$ cat src/rtl/pc_branch_ctrl_pkg.sv
// rtl/pc_branch_ctrl_pkg.sv - shared address width, reset vector and FSM encoding for pc_branch_ctrl
package pc_branch_ctrl_pkg;

  localparam int unsigned ADDR_BUS = 32;
  localparam logic [ADDR_BUS-1:0] RESET_PC = 32'hBFC0_0000;

  typedef enum logic [1:0] {
    S_RESET = 2'd0,
    S_FETCH = 2'd1,
    S_HOLD  = 2'd2
  } state_t;

  function automatic logic is_misaligned(input logic [1:0] low_bits);
    return low_bits != 2'b00;
  endfunction

endpackage

$ cat src/rtl/pc_branch_ctrl_target_latch.sv
// rtl/pc_branch_ctrl_target_latch.sv - pending branch target register with valid bit
// clear wins over load so a flush in the same cycle as a new latch request leaves nothing pending.
module pc_target_latch #(
  parameter int unsigned ADDR_W = pc_branch_ctrl_pkg::ADDR_BUS
) (
  input  logic              clk,
  input  logic              rst_n,
  input  logic              load,
  input  logic              clear,
  input  logic [ADDR_W-1:0] load_addr,
  output logic [ADDR_W-1:0] target,
  output logic              valid
);

  always_ff @(posedge clk or negedge rst_n) begin
    if (!rst_n) begin
      target <= '0;
      valid  <= 1'b0;
    end else if (clear) begin
      valid  <= 1'b0;
    end else if (load) begin
      target <= load_addr;
      valid  <= 1'b1;
    end
  end

endmodule

$ cat src/rtl/pc_branch_ctrl.sv
// rtl/pc_branch_ctrl.sv - fetch PC sequencer: flush, stall, branch hold and delay-slot tracking
// Optional PC_ALIGN_CHECK_EN: reject misaligned branch/flush targets and report them on addr_err/addr_err_pc.
module pc_branch_ctrl #(
  parameter int unsigned       ADDR_W   = pc_branch_ctrl_pkg::ADDR_BUS,
  parameter logic [ADDR_W-1:0] RESET_PC = pc_branch_ctrl_pkg::RESET_PC,
  parameter int unsigned       PC_STEP  = 4
) (
  input  logic              clk,
  input  logic              rst_n,
  input  logic              stall_if,
  input  logic              stall_id,
  input  logic              flush,
  input  logic [ADDR_W-1:0] flush_pc,
  input  logic              branch_flag,
  input  logic [ADDR_W-1:0] branch_addr,
  input  logic              next_inst_delayslot_flag,
  output logic [ADDR_W-1:0] pc,
  output logic              rom_en,
  output logic              delayslot_flag,
`ifdef PC_ALIGN_CHECK_EN
  output logic              addr_err,
  output logic [ADDR_W-1:0] addr_err_pc,
`endif
  output logic              branch_pending
);

  import pc_branch_ctrl_pkg::*;

  localparam logic [ADDR_W-1:0] STEP = ADDR_W'(PC_STEP);

  state_t            state, state_next;
  logic [ADDR_W-1:0] pc_next;
  logic [ADDR_W-1:0] pc_seq;
  logic [ADDR_W-1:0] tgt_addr;
  logic              tgt_load;
  logic              tgt_clear;
  logic              tgt_valid;
  logic              flush_act;
  logic              branch_act;
  logic              flush_bad;
  logic              branch_bad;

  assign pc_seq     = pc + STEP;
  // Flush is meaningless before the first fetch has been issued.
  assign flush_act  = flush && (state != S_RESET);
  // A branch sitting in a delay slot is architecturally undefined; drop it.
  assign branch_act = branch_flag && !delayslot_flag;

`ifdef PC_ALIGN_CHECK_EN
  assign flush_bad  = is_misaligned(flush_pc[1:0]);
  assign branch_bad = is_misaligned(branch_addr[1:0]);
`else
  assign flush_bad  = 1'b0;
  assign branch_bad = 1'b0;
`endif

  always_comb begin
    state_next = state;
    pc_next    = pc;
    tgt_load   = 1'b0;
    tgt_clear  = 1'b0;
    if (flush_act) begin
      state_next = S_FETCH;
      tgt_clear  = 1'b1;
      if (!flush_bad) begin
        pc_next = flush_pc;
      end else if (!stall_if) begin
        pc_next = pc_seq;
      end
    end else begin
      case (state)
        S_RESET: begin
          state_next = S_FETCH;
        end
        S_FETCH: begin
          if (branch_act && !branch_bad) begin
            if (stall_if) begin
              tgt_load   = 1'b1;
              state_next = S_HOLD;
            end else begin
              pc_next = branch_addr;
            end
          end else if (!stall_if) begin
            pc_next = pc_seq;
          end
        end
        S_HOLD: begin
          // ID is frozen and keeps presenting the same branch, so it is not re-latched.
          if (!stall_if) begin
            pc_next    = tgt_addr;
            tgt_clear  = 1'b1;
            state_next = S_FETCH;
          end
        end
        default: begin
          state_next = S_FETCH;
        end
      endcase
    end
  end

  always_ff @(posedge clk or negedge rst_n) begin
    if (!rst_n) begin
      state          <= S_RESET;
      pc             <= RESET_PC;
      rom_en         <= 1'b0;
      delayslot_flag <= 1'b0;
    end else begin
      state  <= state_next;
      pc     <= pc_next;
      rom_en <= 1'b1;
      if (flush_act) begin
        delayslot_flag <= 1'b0;
      end else if (!stall_id) begin
        delayslot_flag <= next_inst_delayslot_flag;
      end
    end
  end

  pc_target_latch #(
    .ADDR_W (ADDR_W)
  ) u_target_latch (
    .clk       (clk),
    .rst_n     (rst_n),
    .load      (tgt_load),
    .clear     (tgt_clear),
    .load_addr (branch_addr),
    .target    (tgt_addr),
    .valid     (tgt_valid)
  );

  assign branch_pending = tgt_valid;

`ifdef PC_ALIGN_CHECK_EN
  logic              err_hit;
  logic [ADDR_W-1:0] err_addr;

  always_comb begin
    err_hit  = 1'b0;
    err_addr = addr_err_pc;
    if (flush_act) begin
      if (flush_bad) begin
        err_hit  = 1'b1;
        err_addr = flush_pc;
      end
    end else if ((state == S_FETCH) && branch_act && branch_bad) begin
      err_hit  = 1'b1;
      err_addr = branch_addr;
    end
  end

  always_ff @(posedge clk or negedge rst_n) begin
    if (!rst_n) begin
      addr_err    <= 1'b0;
      addr_err_pc <= '0;
    end else begin
      addr_err    <= err_hit;
      addr_err_pc <= err_addr;
    end
  end
`endif

endmodule

$ cat config.mk
export PLATFORM = sky130hd
export DESIGN_NAME = pc_branch_ctrl
export DESIGN_NICKNAME = d
export VERILOG_FILES = /design/src/rtl/pc_branch_ctrl_pkg.sv /design/src/rtl/pc_branch_ctrl_target_latch.sv /design/src/rtl/pc_branch_ctrl.sv
export SDC_FILE = /design/constraint.sdc
export NUM_CORES = 1
export LEC_CHECK = 0
export ABC_CLOCK_PERIOD_IN_PS = 1700
export CORE_MARGIN = 5
export CORE_UTILIZATION = 45
export CTS_CLUSTER_DIAMETER = 150
export DETAILED_ROUTE_END_ITERATION = 12
export PLACE_DENSITY = 0.84
export SLEW_MARGIN = 20
export SYNTH_ARGS = -nofsm -noshare
export SYNTH_HDL_FRONTEND = slang
export SYNTH_SLANG_ARGS = --single-unit
export TNS_END_PERCENT = 5
$ cat constraint.sdc
create_clock -name clk -period 1.7 [get_ports clk]
set_input_delay 0.255 -clock clk [delete_from_list [all_inputs] [get_ports clk]]
set_output_delay 0.255 -clock clk [all_outputs]
set_load 0.02 [all_outputs]
# --- Word-level counts from Yosys, hierarchy flattened ---
# Index checks and enable logic that the tools add are counted.
word_totals:
  reg_bits: 69
  inputBits: 71
  output_inout_bits: 35
op_classes:
  add_sub_neg: 1
  n_eq_ne: 7
  n_mux: 22
  bitwise_logic: 1
  n_reduce_logical: 9
ops:
  columns: ["cell", "n"]
  rows:
  - ["32-bit two-way mux", 5]
  - ["32-bit one-hot mux with 2 select lines", 1]
  - ["32-bit by 3-bit adder with 32-bit output, second input constant", 1]
  - ["3-bit != test, second input constant", 4]
  - ["1-bit two-way mux", 11]
  - ["2-bit two-way mux", 4]
  - ["3-bit AND reduction", 2]
  - ["2-bit one-hot mux with 2 select lines", 1]
  - ["2-bit nonzero test", 2]
  - ["3-bit nonzero test", 1]
  - ["2-bit by 1-bit == test with 1-bit output, second input constant", 1]
  - ["2-bit == test, second input constant", 1]
  - ["1-bit logical AND", 2]
  - ["2-bit by 1-bit != test with 1-bit output, second input constant", 1]
  - ["2-bit AND reduction", 1]
  - ["1-bit zero test", 1]
  - ["1-bit NOT", 1]

# --- Longest topological paths before layout ---
logic_depth:
  ltp_word: 7
  ltp_mapped: 8

# --- By module ---
# A second synthesis with hierarchy kept.
hier_totals:
  hier_cells: 508
  area_unflattened_um2: 4649.5
by_module_without_submodules:
  columns: ["module", "n_inst", "cells_per_inst", "area_per_inst_um2"]
  rows:
  - ["pc_branch_ctrl", 1, 436, 3258.1]
  - ["pc_target_latch", 1, 72, 1391.3]

# --- Worst setup path before layout ---
# OpenSTA, ideal clock, no wires.
synth_path:
  path_type: "reg2reg"
  start: "reg pc[2]"
  end: "reg pc[18]"
  setup_ns: 0.127
  arrival_time_ns: 1.913
  required_ns: 1.573
  slack_ns: -0.340
  path_stages_with_launch: 7
  n_path_buf: 0
  period_less_slack_ns: 2.040
  path_cell_list: "dfrtp_1 > ha_1 > nand3_1 > nor4_1 > nand4_1 > mux2i_1 > o21ai_1"
synth_via:
  elab_chain_cells: 5
synth_lines:
  columns: ["element", "line", "source"]
  rows:
  - ["from (decl)", "pc_branch_ctrl.sv:17", "output logic [ADDR_W-1:0] pc,"]
  - ["from (signal assigned)", "pc_branch_ctrl.sv:110", "pc <= pc_next;"]
  - ["32-bit by 3-bit adder with 32-bit output", "pc_branch_ctrl.sv:43", "assign pc_seq = pc + STEP;"]
  - ["32-bit two-way mux", "pc_branch_ctrl.sv:83", "end else if (!stall_if) begin"]
  - ["32-bit two-way mux", "pc_branch_ctrl.sv:76", "if (branch_act && !branch_bad) begin"]
  - ["32-bit one-hot mux with 2 select lines", "pc_branch_ctrl.sv:71", "case (state)"]
  - ["32-bit two-way mux", "pc_branch_ctrl.sv:62", "if (flush_act) begin"]
# No other way between the ends. The select of a mux whose other input is x is not followed.
# A chain may end at the register's enable or synchronous reset.

# --- Worst setup path after layout ---
layout_path:
  start: "reg pc[3]"
  end: "reg pc[13]"
# Same word-level chain as after synthesis.

==> qor.csv <==
stage,metric,value,unit
setup_path,CP startpoint kind,register,
global_routing,vias in the first global route,5755,
run_status,status,"finished, violations left",
setup_path,crit path DAT,2.18,ns
synthesis,Synth Flop Type,dfrtp_1,
die,Die Wd,111,um
layout,# diodes,0,
synthesis,Yosys top cell area share,32.9,%
layout,layout cell share with drive strength beyond 1,34.3,%
die,Core Rows,36,
clock_tree,clk slew on worst S/H paths,0.08,ns
die,Die Y,111,um
global_routing,initial antenna violation count,0,
setup_path,WP depth,7,
die,io pins,106,
global_routing,pin count of the biggest net entering global routing,70,
sta,fin crit period,1.88,ns
sta,Setup Viol. Count Final,41,
synthesis,Netlist Area Pre-Place,4570,sq um
global_routing,met1 Track Usage GR,36.9,%
setup_path,WS Path Type,reg -> reg,
sta,final hold vios,0,
synthesis,post-synthesis sequential area ratio,38.1,%
sta,f_max,0.533,GHz
routing,DR WL/cell,21.4,um
sta,WHS,0.417,ns
run_status,failing checks,setup timing,
job,Max Cap Viol,0,
global_routing,GRT overflow,0,
routing,drt via density,6.44,
routing,drt pass-1 iters,7,
place,IO buf count,105,
global_routing,met3 Usage GRT,7.10,%
layout,"Design Area, Final",7210,sq um
die,die area,12300,sq um
synthesis,number of flops mapped to enable cells by yosys,0,
clock_tree,clk sinks,69,
setup_path,CP Capture Type,register,
sta,setup ws final,-0.175,ns
sta,RSZ-0062 raised after global routing,true,
layout,FF/Latch Area,1750,sq um
synthesis,"FF+latch count, synth",69,
layout,area of the multi-input gates,2870,sq um
synthesis,Synth cell types,66,
clock_tree,CTS Buf Count,9,
sta,Layout Skew,0.0108,ns
clock_tree,H-tree depth,3,
sta,max-slew violations,0,
synthesis,Area contributors post-synth,"dfrtp_1 (33%), mux2_2 (7.9%), dfstp_2 (5.2%)",
clock_tree,CTS root buf,clkbuf_8,
setup_path,"Slowest-stage cell, CP",a2111oi_2,
place,Placed Area,6700,sq um
clock_tree,Max clock buf depth,2,
layout,Final Net Count,814,
synthesis,Synth Area per Inst,8.71,sq um
die,Initial Util,46.5,%
synthesis,Synth top cells by count,"dfrtp_1 (60), nand2_1 (54), nor2_1 (46)",
place,pre-CTS WS,-0.448,ns
synthesis,"count leader, synth",dfrtp_1,
layout,Layout fillers,713,
setup_path,required time worst endpoint,2.00,ns
die,Core Area,9820,sq um
clock_tree,Clock Latency Late Sink,0.37,ns
place,GPL Wtd Cong,0.938,
power,Leakage,3.04,nW
global_routing,grt met2 use,47.2,%
global_routing,Top Usage Layer GRT,met2,
power,PwrDens,882,nW/um^2
hold_path,worst hold path type,in -> async,
routing,Vias,5671,
synthesis,biggest area consumer among synthesized cells,dfrtp_1,
routing,DRC viols,0,
synthesis,Post-Syn Nets,596,
global_routing,first-pass GRT wire length,29100,um
setup_path,crit-path cells,buf_6 -> nand4_1 -> buf_4 -> nor4_4 -> xnor2_1 -> a2111oi_2 -> a221o_1,
synthesis,Synthesis Warnings,0,
place,dpl hpwl,13300,um
routing,final WL,18800,um
clock_tree,CTS tree,done,
setup_path,crit-path max FO,2,
synthesis,Syn Inst Count,524,
setup_path,critical path's top delay family,compound AO/OA/AOI/OAI gates,
sta,final worst path period share,110,%
routing,DR iter-0 viols,768,
setup_path,Reg2Reg Depth,7,
setup_path,Worst Path Buf+Inv,2,
setup_path,"slowest stage delay, CP",0.40,ns
power,maximum vdd drop,501,uV
synthesis,ys async rst share,100,%
routing,ANT nets after route,0,
layout,area delta synth->final,58.0,%
global_routing,gr usage total,29.1,%
[layer usage]
layer  up-vias  wire length (um)
met1      2699              7070
met4         0               897
met5         -                 0
li1       2431                 -
met3       110              1870
met2       431              8980
[layout by cell type, fill, tap and decap left out, types with 4 or more instances in the layout]
master           count
a221o_1             10
a22o_1               4
dfrtp_1             49
buf_6                7
dfrtp_2             11
nor3_2               7
nor2b_1             10
clkbuf_8            10
inv_1                6
nand3_1             14
o21ai_0             28
o22a_1               7
clkdlybuf4s50_1     73
xor2_1               6
mux2_2              32
o22ai_1             21
nor3b_1              4
o21a_1               6
nand2_1             52
a21oi_1             36
nand4_1             14
nor4_4               4
o211ai_1             4
a221oi_1             7
dlygate4sd2_1       27
buf_4              127
a31oi_1              5
dfstp_2              9
o21ai_1              7
nor2_1              43
mux2i_1              4
buf_12               5
a211oi_1             5
[sequential cells by signal, indices dropped and copies added, names as in the netlist]
register               count
rom_en                     1
u_target_latch.valid       1
pc                        32
delayslot_flag             1
u_target_latch.target     32
state                      2
[logic make-up after synthesis]
family / after synthesis / share of synthesized area (%)
and+or+nand+nor: 184 / 20.4
xor gates and xnor gates: 7 / 1.34
other: 1 / 0.0821
adders and majority gates: 1 / 0.274
DFF: 69 / 38.1
buffers and inverters: 47 / 4.33
muxes: 36 / 8.77
AOI/OAI and AO/OA: 179 / 26.7
[final cells by class]
type / instances / share of cell area [%]
multi-input combinational: 408 / 39.7
inverter: 7 / 0.364
clock buffer: 10 / 1.91
clock inverter: 6 / 1.20
sequential: 69 / 24.3
tap: 133 / 2.31
timing repair buffer: 247 / 30.2
[path summary, 6_finish.rpt]
path | startpoint | endpoint | slack, ns
worst min register to register | u_target_latch.target[2] | u_target_latch.target[2] | 0.52
worst min-delay path | rst_n | u_target_latch.target[9] | 0.42
max in group asynchronous | rst_n | pc[26] | 0.90
worst max-delay path | pc[3] | pc[13] | -0.18
min in group clk | flush_pc[5] | pc[5] | 0.51
worst max register to register | pc[3] | pc[13] | -0.18
[report_power, final]
| group | leakage [nW] | internal, W | switching, W | total, W |
|---|---|---|---|---|
| Sequential | 0.799 | 0.00204 | 0.000295 | 0.00234 |
| Combinational | 2.13 | 0.00119 | 0.00124 | 0.00243 |
| Clock | 0.112 | 0.000864 | 0.000735 | 0.00160 |
[per-stage QoR]
stage / total power [W] / utilization, % / instances / setup TNS (ns)
2_1_floorplan: 0.00340 / - / 524 / -0.624
3_3_place_gp: 0.00458 / 68.3 / 852 / -18.98
3_5_place_dp: 0.00468 / 68.3 / 852 / -22.17
4_1_cts: 0.00620 / 71.1 / 871 / -0.646
5_1_grt: 0.00660 / 73.4 / 880 / -2.38
6_report: 0.00636 / 73.4 / 880 / -1.09
[what timing repair did]
item,in CTS,in global routing
setup endpoints to repair,85,61
hold buffers,1,0
resized for setup,44,52
endpoints found under the hold margin,60,0
pin swaps,6,18
buffers inserted,2,10
cloned,0,1
[worst reg2reg max path: stages (launching register included)]
cell and delay [ns]:
dfrtp_2 0.39, buf_6 0.10, nand4_1 0.15, buf_4 0.20, nor4_4 0.27, xnor2_1 0.12
a2111oi_2 0.40, a221o_1 0.17
Note: power is estimated with default switching activity, not from simulation.
